## config.mk

```make
export PLATFORM = sky130hd
export DESIGN_NAME = spi_master_mc
export DESIGN_NICKNAME = d
export VERILOG_FILES = /design/src/rtl/spi_master_mc.sv
export SDC_FILE = /design/constraint.sdc
export NUM_CORES = 1
export LEC_CHECK = 0
export ABC_AREA = 1
export CELL_PAD_IN_SITES_DETAIL_PLACEMENT = 0
export CELL_PAD_IN_SITES_GLOBAL_PLACEMENT = 1
export CORE_ASPECT_RATIO = 1.4
export CORE_UTILIZATION = 40
export DETAILED_ROUTE_END_ITERATION = 6
export MAX_ROUTING_LAYER = met4
export PLACE_DENSITY_LB_ADDON = 0.1
export SETUP_SLACK_MARGIN = 0.2
export SYNTH_ARGS = -nofsm -noshare
export SYNTH_HDL_FRONTEND = slang
export SYNTH_SLANG_ARGS = --single-unit
```

## constraint.sdc

```tcl
create_clock -name clk -period 2.2 [get_ports clk]
set_clock_uncertainty 0.1 [all_clocks]
set_input_delay 0.44 -clock clk [delete_from_list [all_inputs] [get_ports clk]]
set_output_delay 0.44 -clock clk [all_outputs]
set_load 0.05 [all_outputs]
```

## src/rtl/spi_master_mc.sv

```systemverilog
// spi_master_mc: single-word full-duplex SPI master.
//
// The CPOL/CPHA mode, clock divider, slave index and bit order are all
// captured when a transfer starts, so they can change at any time between
// transfers.
//
// Every phase step lasts div+1 clk cycles and is timed by a down-counter.
//
// Ports:
//   clk, rst        system clock; asynchronous active-low reset
//   cs, rd, wr      host strobes. cs&wr&~rd starts a transfer;
//                   cs&rd clears the done and ovr flags.
//   din             word to transmit
//   mode            {CPOL,CPHA}
//   div             half-period of sclk, in clk cycles, minus one
//   ss_sel          index of the slave-select line to drive low
//   lsb_first       1 = bit 0 is shifted first
//   dout            last received word
//   done            sticky flag, set when a transfer completes
//   busy            high while a transfer is in progress
//   ovr             sticky flag, set by a start request while busy
//   miso            serial data in
//   mosi            serial data out
//   sclk            SPI clock
//   ss_n            active-low slave selects
//
// state | meaning
// ------+-------------------------------------------------------------
// IDLE  | sclk follows mode[1]; waiting for a start request
// SETUP | slave selected; one step passes before the first sclk edge
// XFER  | sclk toggles at the end of each step until 2*DWIDTH edges
// HOLD  | one step with sclk at CPOL, then deselect and publish dout
module spi_master_mc #(
  parameter int DWIDTH = 8,
  parameter int NCS    = 4,
  parameter int DIVW   = 8,
  parameter int SSW    = (NCS > 1) ? $clog2(NCS) : 1
) (
  input  logic              clk,
  input  logic              rst,
  input  logic              cs,
  input  logic              rd,
  input  logic              wr,
  input  logic [DWIDTH-1:0] din,
  input  logic [1:0]        mode,
  input  logic [DIVW-1:0]   div,
  input  logic [SSW-1:0]    ss_sel,
  input  logic              lsb_first,
  output logic [DWIDTH-1:0] dout,
  output logic              done,
  output logic              busy,
  output logic              ovr,
  input  logic              miso,
  output logic              mosi,
  output logic              sclk,
  output logic [NCS-1:0]    ss_n
);

  localparam logic [1:0] IDLE  = 2'd0;
  localparam logic [1:0] SETUP = 2'd1;
  localparam logic [1:0] XFER  = 2'd2;
  localparam logic [1:0] HOLD  = 2'd3;

  localparam int             EW        = $clog2(2 * DWIDTH + 1);
  localparam logic [EW-1:0]  LAST_EDGE = EW'(2 * DWIDTH);

  logic [1:0]        state;
  logic [DIVW-1:0]   cnt;
  logic [DIVW-1:0]   div_q;
  logic              cpha_q;
  logic              lsb_q;
  logic [EW-1:0]     edge_cnt;
  logic [DWIDTH-1:0] tx_sh;
  logic [DWIDTH-1:0] rx_sh;

  logic              start_req;
  logic              rd_clr;
  logic              step_end;
  logic [EW-1:0]     edge_num;
  logic              leading;
  logic              do_shift;
  logic              do_sample;
  logic              finish;
  logic [NCS-1:0]    sel_n;

  function automatic logic first_bit(input logic [DWIDTH-1:0] w, input logic lsb);
    return lsb ? w[0] : w[DWIDTH-1];
  endfunction

  function automatic logic [DWIDTH-1:0] shift_word(input logic [DWIDTH-1:0] w, input logic lsb);
    return lsb ? (w >> 1) : (w << 1);
  endfunction

  // A read strobe always wins over a write strobe in the same cycle.
  assign start_req = cs & wr & ~rd;
  assign rd_clr    = cs & rd;
  assign step_end  = (cnt == '0);
  assign edge_num  = edge_cnt + 1'b1;
  // Odd-numbered edges move sclk away from CPOL.
  assign leading   = edge_num[0];
  assign finish    = (state == HOLD) && step_end;
  assign busy      = (state != IDLE);

  // CPHA=0 presents its first bit before edge 1. It then shifts on trailing
  // edges, except the last one, because no bit is left to send after it.
  always_comb begin
    do_shift  = 1'b0;
    do_sample = 1'b0;
    if (((state == SETUP) || (state == XFER)) && step_end) begin
      if (cpha_q) begin
        do_shift  = leading;
        do_sample = ~leading;
      end else begin
        do_shift  = ~leading && (edge_num != LAST_EDGE);
        do_sample = leading;
      end
    end
  end

  // Out-of-range slave indices select nothing; the transfer still runs.
  always_comb begin
    sel_n = '1;
    for (int i = 0; i < NCS; i++) begin
      if (int'(ss_sel) == i) sel_n[i] = 1'b0;
    end
  end

  always_ff @(posedge clk or negedge rst) begin
    if (!rst) begin
      state    <= IDLE;
      cnt      <= '0;
      div_q    <= '0;
      cpha_q   <= 1'b0;
      lsb_q    <= 1'b0;
      edge_cnt <= '0;
      tx_sh    <= '0;
      rx_sh    <= '0;
      dout     <= '0;
      mosi     <= 1'b0;
      sclk     <= 1'b0;
      ss_n     <= '1;
    end else begin
      case (state)
        IDLE: begin
          sclk <= mode[1];
          mosi <= 1'b0;
          if (start_req) begin
            state    <= SETUP;
            cnt      <= div;
            div_q    <= div;
            cpha_q   <= mode[0];
            lsb_q    <= lsb_first;
            edge_cnt <= '0;
            rx_sh    <= '0;
            ss_n     <= sel_n;
            if (!mode[0]) begin
              mosi  <= first_bit(din, lsb_first);
              tx_sh <= shift_word(din, lsb_first);
            end else begin
              tx_sh <= din;
            end
          end
        end
        SETUP, XFER: begin
          if (step_end) begin
            cnt      <= div_q;
            sclk     <= ~sclk;
            edge_cnt <= edge_num;
            state    <= (edge_num == LAST_EDGE) ? HOLD : XFER;
            if (do_shift) begin
              mosi  <= first_bit(tx_sh, lsb_q);
              tx_sh <= shift_word(tx_sh, lsb_q);
            end
            if (do_sample) begin
              rx_sh <= lsb_q ? {miso, rx_sh[DWIDTH-1:1]} : {rx_sh[DWIDTH-2:0], miso};
            end
          end else begin
            cnt <= cnt - 1'b1;
          end
        end
        HOLD: begin
          if (step_end) begin
            state <= IDLE;
            ss_n  <= '1;
            dout  <= rx_sh;
            mosi  <= 1'b0;
          end else begin
            cnt <= cnt - 1'b1;
          end
        end
        default: state <= IDLE;
      endcase
    end
  end

  // Setting a flag takes priority over a host clear arriving in the same cycle.
  always_ff @(posedge clk or negedge rst) begin
    if (!rst) begin
      done <= 1'b0;
      ovr  <= 1'b0;
    end else begin
      if (finish)
        done <= 1'b1;
      else if ((start_req && (state == IDLE)) || rd_clr)
        done <= 1'b0;

      if (start_req && (state != IDLE))
        ovr <= 1'b1;
      else if (rd_clr)
        ovr <= 1'b0;
    end
  end

endmodule

```

==> impl_results.md <==
* Syn_area_per_cell at 7.76 um2
* Max Root-Sink Buffers at 2
* DIE AREA at 0.00844 mm2
* # H-tree levels at 3
* Status: completed
* WS Path Type: reg2out
* Via total after detailed routing at 2873
* Placed insts at 553
* Worst Path Max Fanout at 2
* Met2 Usage GRT at 35.0%
* Largest net degree at the start of global routing at 26
* Asr flop ratio synth at 100%
* Ant. Diodes at 0
* Global-route wire length before repair at 13400 um
* Fin crit period at 1930 ps
* Max frequency at 0.517 GHz
* Cell Pwr Density at 1440 mW/mm2
* YS warnings at 0
* Tightest Hold Check Type: reg2reg
* Layout Nets at 498
* Tot GR Track Use at 21.1%
* Clock sinks at 57
* Site row count at 38
* Syn Nets at 447
* Clock latency on the worst-skew pair at 350 ps
* Die X-Extent at 77.9 um
* I/O Buffers at 43
* CP endpoint kind: output port
* Worst-margin pin slew at 620 ps
* Unrepaired setup endpoints after global routing: false
* Max-cap viol count at 0
* Via density at 5.02
* Chip height at 108 um
* GP Congestion at 0.801
* Core area at 0.00780 mm2
* Slew Limit Fails at 0
* Final TNS setup at 0 ps
* Finished Layout Cells at 572
* Cts bufs inserted at 9
* Clk slew on worst S/H paths at 70 ps
* Fin crit share at 87.9%
* Initial Utilization at 41.4%
* Antenna violations before repair at 0
* Worst path max stage delay at 530 ps
* Number of global-route vias before repair at 2819
* Worst-path cell chain: dlygate4sd2_1
* GRT Residual Overflow at 0
* Area of the multi-input gates at 0.00150 mm2
* Largest cells by area after synthesis: dfrtp_1 (41%), nand2_1 (14%), o21ai_0 (8.2%)
* Slowest stage cell, crit path: dfstp_2
* Post-synth top area cell: dfrtp_1
* Root Buffer Master: clkbuf_8
* Register Area at 0.00143 mm2
* DRT Wirelength at 7620 um
* Headroom to the max-slew limit at 58.5%
* Final Hold Fails at 0
* Largest delay share family, worst path: flip-flops
* Cells after Synth at 416
* Residual DRC at 0
* Bufs and invs on worst path at 1
* DRT Pass-1 Iters at 6
* Area grow syn2layout at 24.3%
* Yosys cell types at 36
* Yosys reg bits at 57
* Layout cell share with drive strength beyond 1 at 13.3%
* WP data required at 1660 ps
* VDD IR max at 0.780 mV
* CTS tree: built
* Synth Cell Area at 0.00323 mm2
* EDFF count, synth at 0
* Met3 Track Usage GR at 5.40%
* Design area at 0.00401 mm2
* Final setup fails at 0
* Top_reg_cell synth: dfrtp_1
* Placed cell areas at 0.00376 mm2
* Commonest non-fill, non-tap cells in the layout: nand2_1 (120), inv_1 (53), o21ai_0 (53), dfrtp_1 (53), nand3_1 (30)
* Antenna Nets Post-Route at 0
* CP Launch Type: register
* Met1 GRT Util at 24.8%
* Violation count after the first detailed-routing iteration at 126
* P_leak at 0.00199 uW
* Post-DP HPWL at 5460 um
* Commonest non-fill, non-tap cell in the layout: nand2_1
* I/O Pins at 44
* Data arrival, critical path at 1390 ps
* Busiest grt layer: met2
* Drt wl/cell at 13.3 um
* Sequential-to-total area share from yosys stat at 44.3%
* Top-area cell type share of the netlist area at 41.1%
* Fillers at 800
[cell families after synthesis]
| family | count (synthesis) | synth area share [%] |
|---|---|---|
| adder cells (fa/ha/maj) | 4 | 1.55 |
| flip-flops | 57 | 44.3 |
| XOR/XNOR | 5 | 1.36 |
| AND/OR/NAND/NOR | 180 | 25.9 |
| AO/OA/AOI/OAI | 95 | 16.9 |
| buffers and inverters | 75 | 9.96 |
[synthesized netlist by cell type, types with 2 or more instances]
master    count
ha_1          4
nand3_2       2
o21ai_2       2
nor3_1        5
buf_2         5
nand2_4       3
xor2_1        4
o22ai_1      10
nand2_1     121
dfstp_2       4
o221ai_1      5
buf_6         4
inv_2         4
nand3_1      30
inv_1        53
clkbuf_1      7
nand4_1       4
nor2_4        3
o211ai_1      3
a21oi_1      17
o21ai_0      53
dfrtp_1      53
nand2_2       2
nor2_1        6
[path summary, 6_finish.rpt]
| kind | start | to | slack, ps | depth (start not counted) |
|---|---|---|---|---|
| hold reg to reg | tx_sh[6]$_DFFE_PN0P_ | tx_sh[6]$_DFFE_PN0P_ | 370 | 2 |
| min in group asynchronous | rst | edge_cnt[0]$_DFFE_PN0P_ | 510 | 2 |
| hold / removal | tx_sh[6]$_DFFE_PN0P_ | tx_sh[6]$_DFFE_PN0P_ | 370 | 2 |
| max in group asynchronous | rst | edge_cnt[4]$_DFFE_PN0P_ | 910 | 3 |
| setup / recovery | ss_n[1]$_DFFE_PN1P_ | ss_n[1] | 270 | 1 |
| setup reg to reg | edge_cnt[0]$_DFFE_PN0P_ | tx_sh[7]$_DFFE_PN0P_ | 380 | 10 |
[flip-flops by register name, summed over array words and instances, names as in the netlist, 2 cells and up]
name	count
ss_n	4
tx_sh	8
rx_sh	8
cnt	8
div_q	8
edge_cnt	5
dout	8
state	2
[tightest hold or removal path, cell delays in order, from the launching register on]
cell,delay (ps)
dfrtp_1,350
nand2_1,50
nand2_1,40
[metal layers]
| metal | vias up | part of all wire, % |
|---|---|---|
| met3 | 19 | 3.6 |
| met2 | 51 | 49 |
| met5 | - | 0 |
| met1 | 1337 | 45 |
| li1 | 1466 | - |
| met4 | 0 | 2.1 |
[through the flow]
step	worst slack [ps]	total power, uW	hold slack, ps	utilization [%]
floorplan	288	3930	44.4	-
global placement	170	4670	355	48.3
CTS	235	5810	376	51.3
global route	203	6310	399	51.5
finish	266	5790	374	51.5
detailed placement	130	4700	359	48.3
[repair_timing]
action                                 4_1_cts  5_1_grt
hold buffers                                 1        0
pin swaps                                    0        1
gates resized for setup                     16        4
setup endpoints to repair                   14       17
buffers inserted                             2        0
endpoints found under the hold margin       16        0
[report_power, final]
| part | switching [uW] | internal, uW |
|---|---|---|
| clock | 500 | 546 |
| sequential | 231 | 1450 |
| combinational | 2000 | 1060 |
[final cells by class]
| cell class | count | area share, % |
|---|---|---|
| clock inverters | 7 | 2.12 |
| well taps | 100 | 3.12 |
| multi-input cells | 284 | 37.4 |
| clock buffers | 9 | 3.09 |
| flip-flops and latches | 57 | 35.7 |
| repair buffers | 57 | 13.1 |
| inverters | 58 | 5.49 |
Power figures use the tool's default switching activity.
